`src/rtl/pwm_capture.sv`:
```
// pwm_capture: measures a servo-style PWM input and recovers magnitude = high_time * DUTY_FACTOR / period.
module pwm_capture #(
  parameter int CNT_W       = 22,
  parameter int DUTY_FACTOR = 80000,
  parameter int MIN_PERIOD  = 64,
  parameter int TIMEOUT     = 2000000
) (
  input  logic        clk,
  input  logic        reset,
  input  logic        pulseIn,
  output logic [16:0] magnitude,
  output logic        magValid,
  output logic        signalLost,
  output logic        glitchErr
);
  localparam int IW = $clog2(TIMEOUT + 1);
  localparam logic [CNT_W-1:0] CMAX = '1;
  typedef enum logic [1:0] {IDLE, HIGH, LOW} state_t;
  state_t state_q, state_d;
  logic [2:0] sync_q, sync_d;
  logic rise_q, rise_d, fall_q, fall_d;
  logic [CNT_W-1:0] high_q, high_d, per_q, per_d, dvs_q, dvs_d, rem_q, rem_d;
  logic [IW-1:0] idle_q, idle_d;
  logic busy_q, busy_d;
  logic [5:0] it_q, it_d;
  logic [39:0] dvd_q, dvd_d;
  logic [16:0] magnitude_q, magnitude_d;
  logic mag_valid_q, mag_valid_d, lost_q, lost_d, glitch_err_q, glitch_err_d, pend_q, pend_d;
  logic start, glitch, done, sub;
  logic [CNT_W:0] rem_sh, diff;
  always_comb begin
    sync_d = {sync_q[1:0], pulseIn};
    rise_d = sync_q[1] & ~sync_q[2];
    fall_d = ~sync_q[1] & sync_q[2];
    state_d = state_q;
    high_d = (state_q == HIGH && !fall_q && high_q != CMAX) ? high_q + 1'b1 : high_q;
    per_d = (state_q != IDLE && per_q != CMAX) ? per_q + 1'b1 : per_q;
    idle_d = (idle_q == IW'(TIMEOUT)) ? idle_q : idle_q + 1'b1;
    lost_d = lost_q;
    start = 1'b0;
    glitch = 1'b0;
    // A rising edge outranks a timeout landing on the same cycle
    if (rise_q) begin
      start = state_q == LOW && per_q >= CNT_W'(MIN_PERIOD) && !busy_q;
      glitch = state_q == LOW && per_q < CNT_W'(MIN_PERIOD);
      state_d = HIGH;
      per_d = CNT_W'(1);
      high_d = CNT_W'(1);
      idle_d = '0;
    end else if (idle_q == IW'(TIMEOUT)) begin
      state_d = IDLE;
      lost_d = 1'b1;
    end else if (state_q == HIGH && fall_q) begin
      state_d = LOW;
    end
    rem_sh = {rem_q, dvd_q[39]};
    diff = rem_sh - {1'b0, dvs_q};
    sub = rem_sh >= {1'b0, dvs_q};
    done = busy_q && it_q == 6'd39;
    busy_d = busy_q && !done;
    it_d = busy_q ? it_q + 1'b1 : it_q;
    rem_d = busy_q ? (sub ? diff[CNT_W-1:0] : rem_sh[CNT_W-1:0]) : rem_q;
    dvd_d = busy_q ? {dvd_q[38:0], sub} : dvd_q;
    dvs_d = dvs_q;
    if (start) begin
      busy_d = 1'b1;
      it_d = '0;
      rem_d = '0;
      dvd_d = 40'(high_q) * 40'(DUTY_FACTOR);
      dvs_d = per_q;
    end
    mag_valid_d = done;
    magnitude_d = done ? dvd_d[16:0] : magnitude_q;
    lost_d = done ? 1'b0 : lost_d;
    // A glitch colliding with magValid is held back one cycle
    glitch_err_d = (glitch | pend_q) & ~done;
    pend_d = (glitch | pend_q) & done;
  end
  always_ff @(posedge clk) begin
    if (reset) begin
      state_q <= IDLE;
      sync_q <= '0;
      rise_q <= 1'b0;
      fall_q <= 1'b0;
      high_q <= '0;
      per_q <= '0;
      idle_q <= '0;
      busy_q <= 1'b0;
      it_q <= '0;
      rem_q <= '0;
      dvd_q <= '0;
      dvs_q <= '0;
      magnitude_q <= '0;
      mag_valid_q <= 1'b0;
      lost_q <= 1'b1;
      glitch_err_q <= 1'b0;
      pend_q <= 1'b0;
    end else begin
      state_q <= state_d;
      sync_q <= sync_d;
      rise_q <= rise_d;
      fall_q <= fall_d;
      high_q <= high_d;
      per_q <= per_d;
      idle_q <= idle_d;
      busy_q <= busy_d;
      it_q <= it_d;
      rem_q <= rem_d;
      dvd_q <= dvd_d;
      dvs_q <= dvs_d;
      magnitude_q <= magnitude_d;
      mag_valid_q <= mag_valid_d;
      lost_q <= lost_d;
      glitch_err_q <= glitch_err_d;
      pend_q <= pend_d;
    end
  end
  assign magnitude = magnitude_q;
  assign magValid = mag_valid_q;
  assign signalLost = lost_q;
  assign glitchErr = glitch_err_q;
endmodule
```
`config.mk`:
```
export PLATFORM = sky130hd
export DESIGN_NAME = pwm_capture
export DESIGN_NICKNAME = d
export VERILOG_FILES = /design/src/rtl/pwm_capture.sv
export SDC_FILE = /design/constraint.sdc
export NUM_CORES = 1
export LEC_CHECK = 0
export ABC_AREA = 0
export BUFFER_PORTS_ARGS = -buffer_cell sky130_fd_sc_hd__buf_2
export CAP_MARGIN = 20
export CORE_AREA = 2 2 161 163
export CTS_CLUSTER_DIAMETER = 30
export DETAILED_ROUTE_END_ITERATION = 8
export DIE_AREA = 0 0 163 165
export PLACE_DENSITY_LB_ADDON = 0.15
export SLEW_MARGIN = 10
export SYNTH_ARGS = -nofsm -noshare
export SYNTH_HDL_FRONTEND = slang
export SYNTH_SLANG_ARGS = --single-unit
export TNS_END_PERCENT = 10
```
`constraint.sdc`:
```
create_clock -name clk -period 9.1 [get_ports clk]
set_input_delay 1.365 -clock clk [delete_from_list [all_inputs] [get_ports clk]]
set_output_delay 1.365 -clock clk [all_outputs]
set_load 0.02 [all_outputs]
```
==> out/metrics.yaml <==
run_status:
  status: "finished, final reports clean"
placement:
  port_buffers: 22
  place_congestion: 0.871
  placed_cells: 1810
  dpl.hpwl_um: 19400
  place_area_um2: 12800
worst_setup_path:
  cp-endpoint: "dvd_q[35]"
  critPathKind: "reg -> reg"
  reg2reg_from: "high_q[4]"
  worstPathMaxFanout: 5
  critPathLaunch: "high_q[4]"
  regToRegSetupSlack_ns: 3.80
  crit_path_end_kind: "register"
  cp.required_ns: 9.44
  start_kind: "register"
  worstPathArrival_ns: 5.64
  reg2reg_to: "dvd_q[35]"
  ff2ff_path_depth: 21
timing:
  setup_tns_ns: 0
  clock.fmax_ghz: 0.189
  min_period_over_period: 0.583
  setup_viol: 0
  fin_crit_ns: 5.30
  rsz0062_at_grt: "no"
  skew_ns: 0.0196
  worstMarginPinSlew_ns: 1.05
  hold_viol_final: 0
  drv_slew: 0
  whs_ns: 0.430
  relSlewSlack: 0.299
logic_synthesis:
  synthSimpleGateAreaFrac: 0.172
  seq_area_frac_synth: 0.297
  ys_seq_elements: 184
  synth_top_family_by_area: "adder cells"
  yosys.cell_count.top_type: "inv_1"
  synthTopCellsByCount: "inv_1, dfxtp_1, nand2_1"
  synth_edf_count: 0
  synth_compound_area_frac: 0.153
  synthXorXnorAreaFrac: 0.0650
  ys_async_sr_fraction: 0
  yosys.area.top_type: "dfxtp_1"
  synthCells: 1505
  netlist.area_leader.share: 0.297
  syn_area_um2: 12400
  synth_fa_ha_area_frac: 0.223
  yosysWarnings: 0
  avgSynthCellArea_um2: 8.23
  ys.flop_type: "dfxtp_1"
  synth_area_leaders: "dfxtp_1, ha_1, fa_1"
  synthMuxAreaShare: 0.0147
  synth_nets: 1696
  synthDistinctLibCells: 65
floorplanning:
  io_pins: 23
  core-area_um2: 25000
  die_h_um: 165
  dieArea_um2: 26900
  fp-row-count: 58
  die_w_um: 163
  start_util: 0.495
detailed_routing:
  wl_um: 26000
  drtAntennaViolNets: 0
  first_pass_iters: 5
  drtIter0Drc: 522
  wl_per_cell_um: 14.1
  vias_per_cell: 5.26
  drc: 0
  vias: 9698
clock_tree:
  cts-root-buf: "clkbuf_16"
  path_clk_slew_ns: 0.08
  cts_tree: "yes"
  ctsHoldBuffers: 0
  insertion_delay_ns: 0.44
  h-tree-depth: 4
  cts_resized: 0
  clk_path_buf_depth: 2
  post_cts.repair.setup_buffers: 0
  cts_buffers: 17
  clock-sinks: 184
power:
  ir_worst_vdd_uv: 90.7
  p_total_uw: 1620
  p_leak_uw: 0.00618
  powerDensity_nw_per_um2: 121
job:
  maxCapViolations: 0
grt:
  track_usage: 0.203
  grt.overflow.total: 0
  grt_first_pass_wirelength_um: 44400
  grt_pass1_vias: 9329
  grt_max_degree: 95
  antenna_found_initial: 0
cells_and_area:
  layout.cells.non_filler: 1842
  fin_nets: 1690
  insertedDiodeCount: 0
  design_area_um2: 13400
  layout-drive-gt1-share: 0.0536
  syn_to_final_growth_pct: 8.05
worst_hold_path:
  hold_class: "reg -> reg"
==> cells in the final DEF (no fill, tap or decap), types with 21 or more instances in the layout <==
| cell | n |
|---|---|
| xnor2_1 | 52 |
| nor2_1 | 149 |
| ha_1 | 134 |
| xor2_1 | 40 |
| buf_2 | 22 |
| a21oi_1 | 134 |
| o21ai_0 | 72 |
| dfxtp_1 | 183 |
| nand2_1 | 153 |
| fa_1 | 54 |
| nand3_1 | 39 |
| and3_1 | 21 |
| inv_1 | 189 |
==> flip-flops by register name (all words and copies together), names as in the netlist, 3 cells and up <==
name	cells
sync_q	3
high_q	22
it_q	6
dvs_q	22
per_q	22
dvd_q	40
idle_q	21
magnitude	17
rem_q	22
==> where the power goes <==
group          internal (uW)  switching (uW)
clock                    401             378
sequential               807            3.36
combinational           8.37            22.3
==> worst max-delay path, stage by stage (launching register included) <==
cell and delay [ns]:
dfxtp_1 0.44, inv_1 0.17, fa_1 0.55, inv_1 0.04
ha_1 0.26, inv_1 0.05, fa_1 0.53, inv_1 0.04
ha_1 0.26, inv_1 0.05, fa_1 0.52, inv_1 0.05
ha_1 0.35, o211ai_1 0.15, a211oi_1 0.39, a21oi_1 0.17
nor3_1 0.34, o21ai_0 0.13, nor2b_1 0.17, o21ai_0 0.15
o41ai_1 0.10, nor4_1 0.29
==> metal layers <==
metal / global-route usage / share of wire / wire length, um / vias to the layer above
li1: - / - / - / 5046
met4: 0.0555 / 0.014 / 375 / 0
met1: 0.270 / 0.50 / 13100 / 4538
met3: 0.0326 / 0.021 / 533 / 19
met2: 0.343 / 0.46 / 12000 / 95
met5: 0 / 0 / 0 / -
==> cell type report <==
cell class | instances | area, um^2
Clock buffer | 17 | 425
Clock inverter | 15 | 200
Fill cell | 2388 | 11700
Inverter | 190 | 713
Multi-Input combinational cell | 1076 | 7780
Sequential cell | 184 | 3690
Tap cell | 330 | 413
Timing Repair Buffer | 30 | 170
==> how the worst min path moves through the flow <==
stage / startpoint / endpoint / slack (ns) / cells after the start
CTS: sync_q[2] / rise_q / 0.42 / 1
detailed placement: sync_q[2] / rise_q / 0.40 / 1
global placement: sync_q[2] / rise_q / 0.39 / 1
global route: sync_q[2] / rise_q / 0.46 / 1
floorplan: sync_q[2] / rise_q / 0.38 / 1
finish: sync_q[2] / rise_q / 0.43 / 1
==> per-stage QoR <==
step / utilization / setup WS [ns]
final: 0.535 / 3.80
after global routing: 0.535 / 3.35
after CTS: 0.535 / 3.78
after detailed placement: 0.510 / 3.83
after global placement: 0.510 / 3.98
after floorplan: - / 4.36
==> cell families (layout without fill, tap and decap cells) <==
logic type,after synthesis,count (layout)
simple gates,464,464
compound gates,314,314
buf+inv,245,252
fa+ha+maj,188,188
flops,184,184
xor+xnor,92,92
mux,18,18
(Power assumes the default switching activity.)
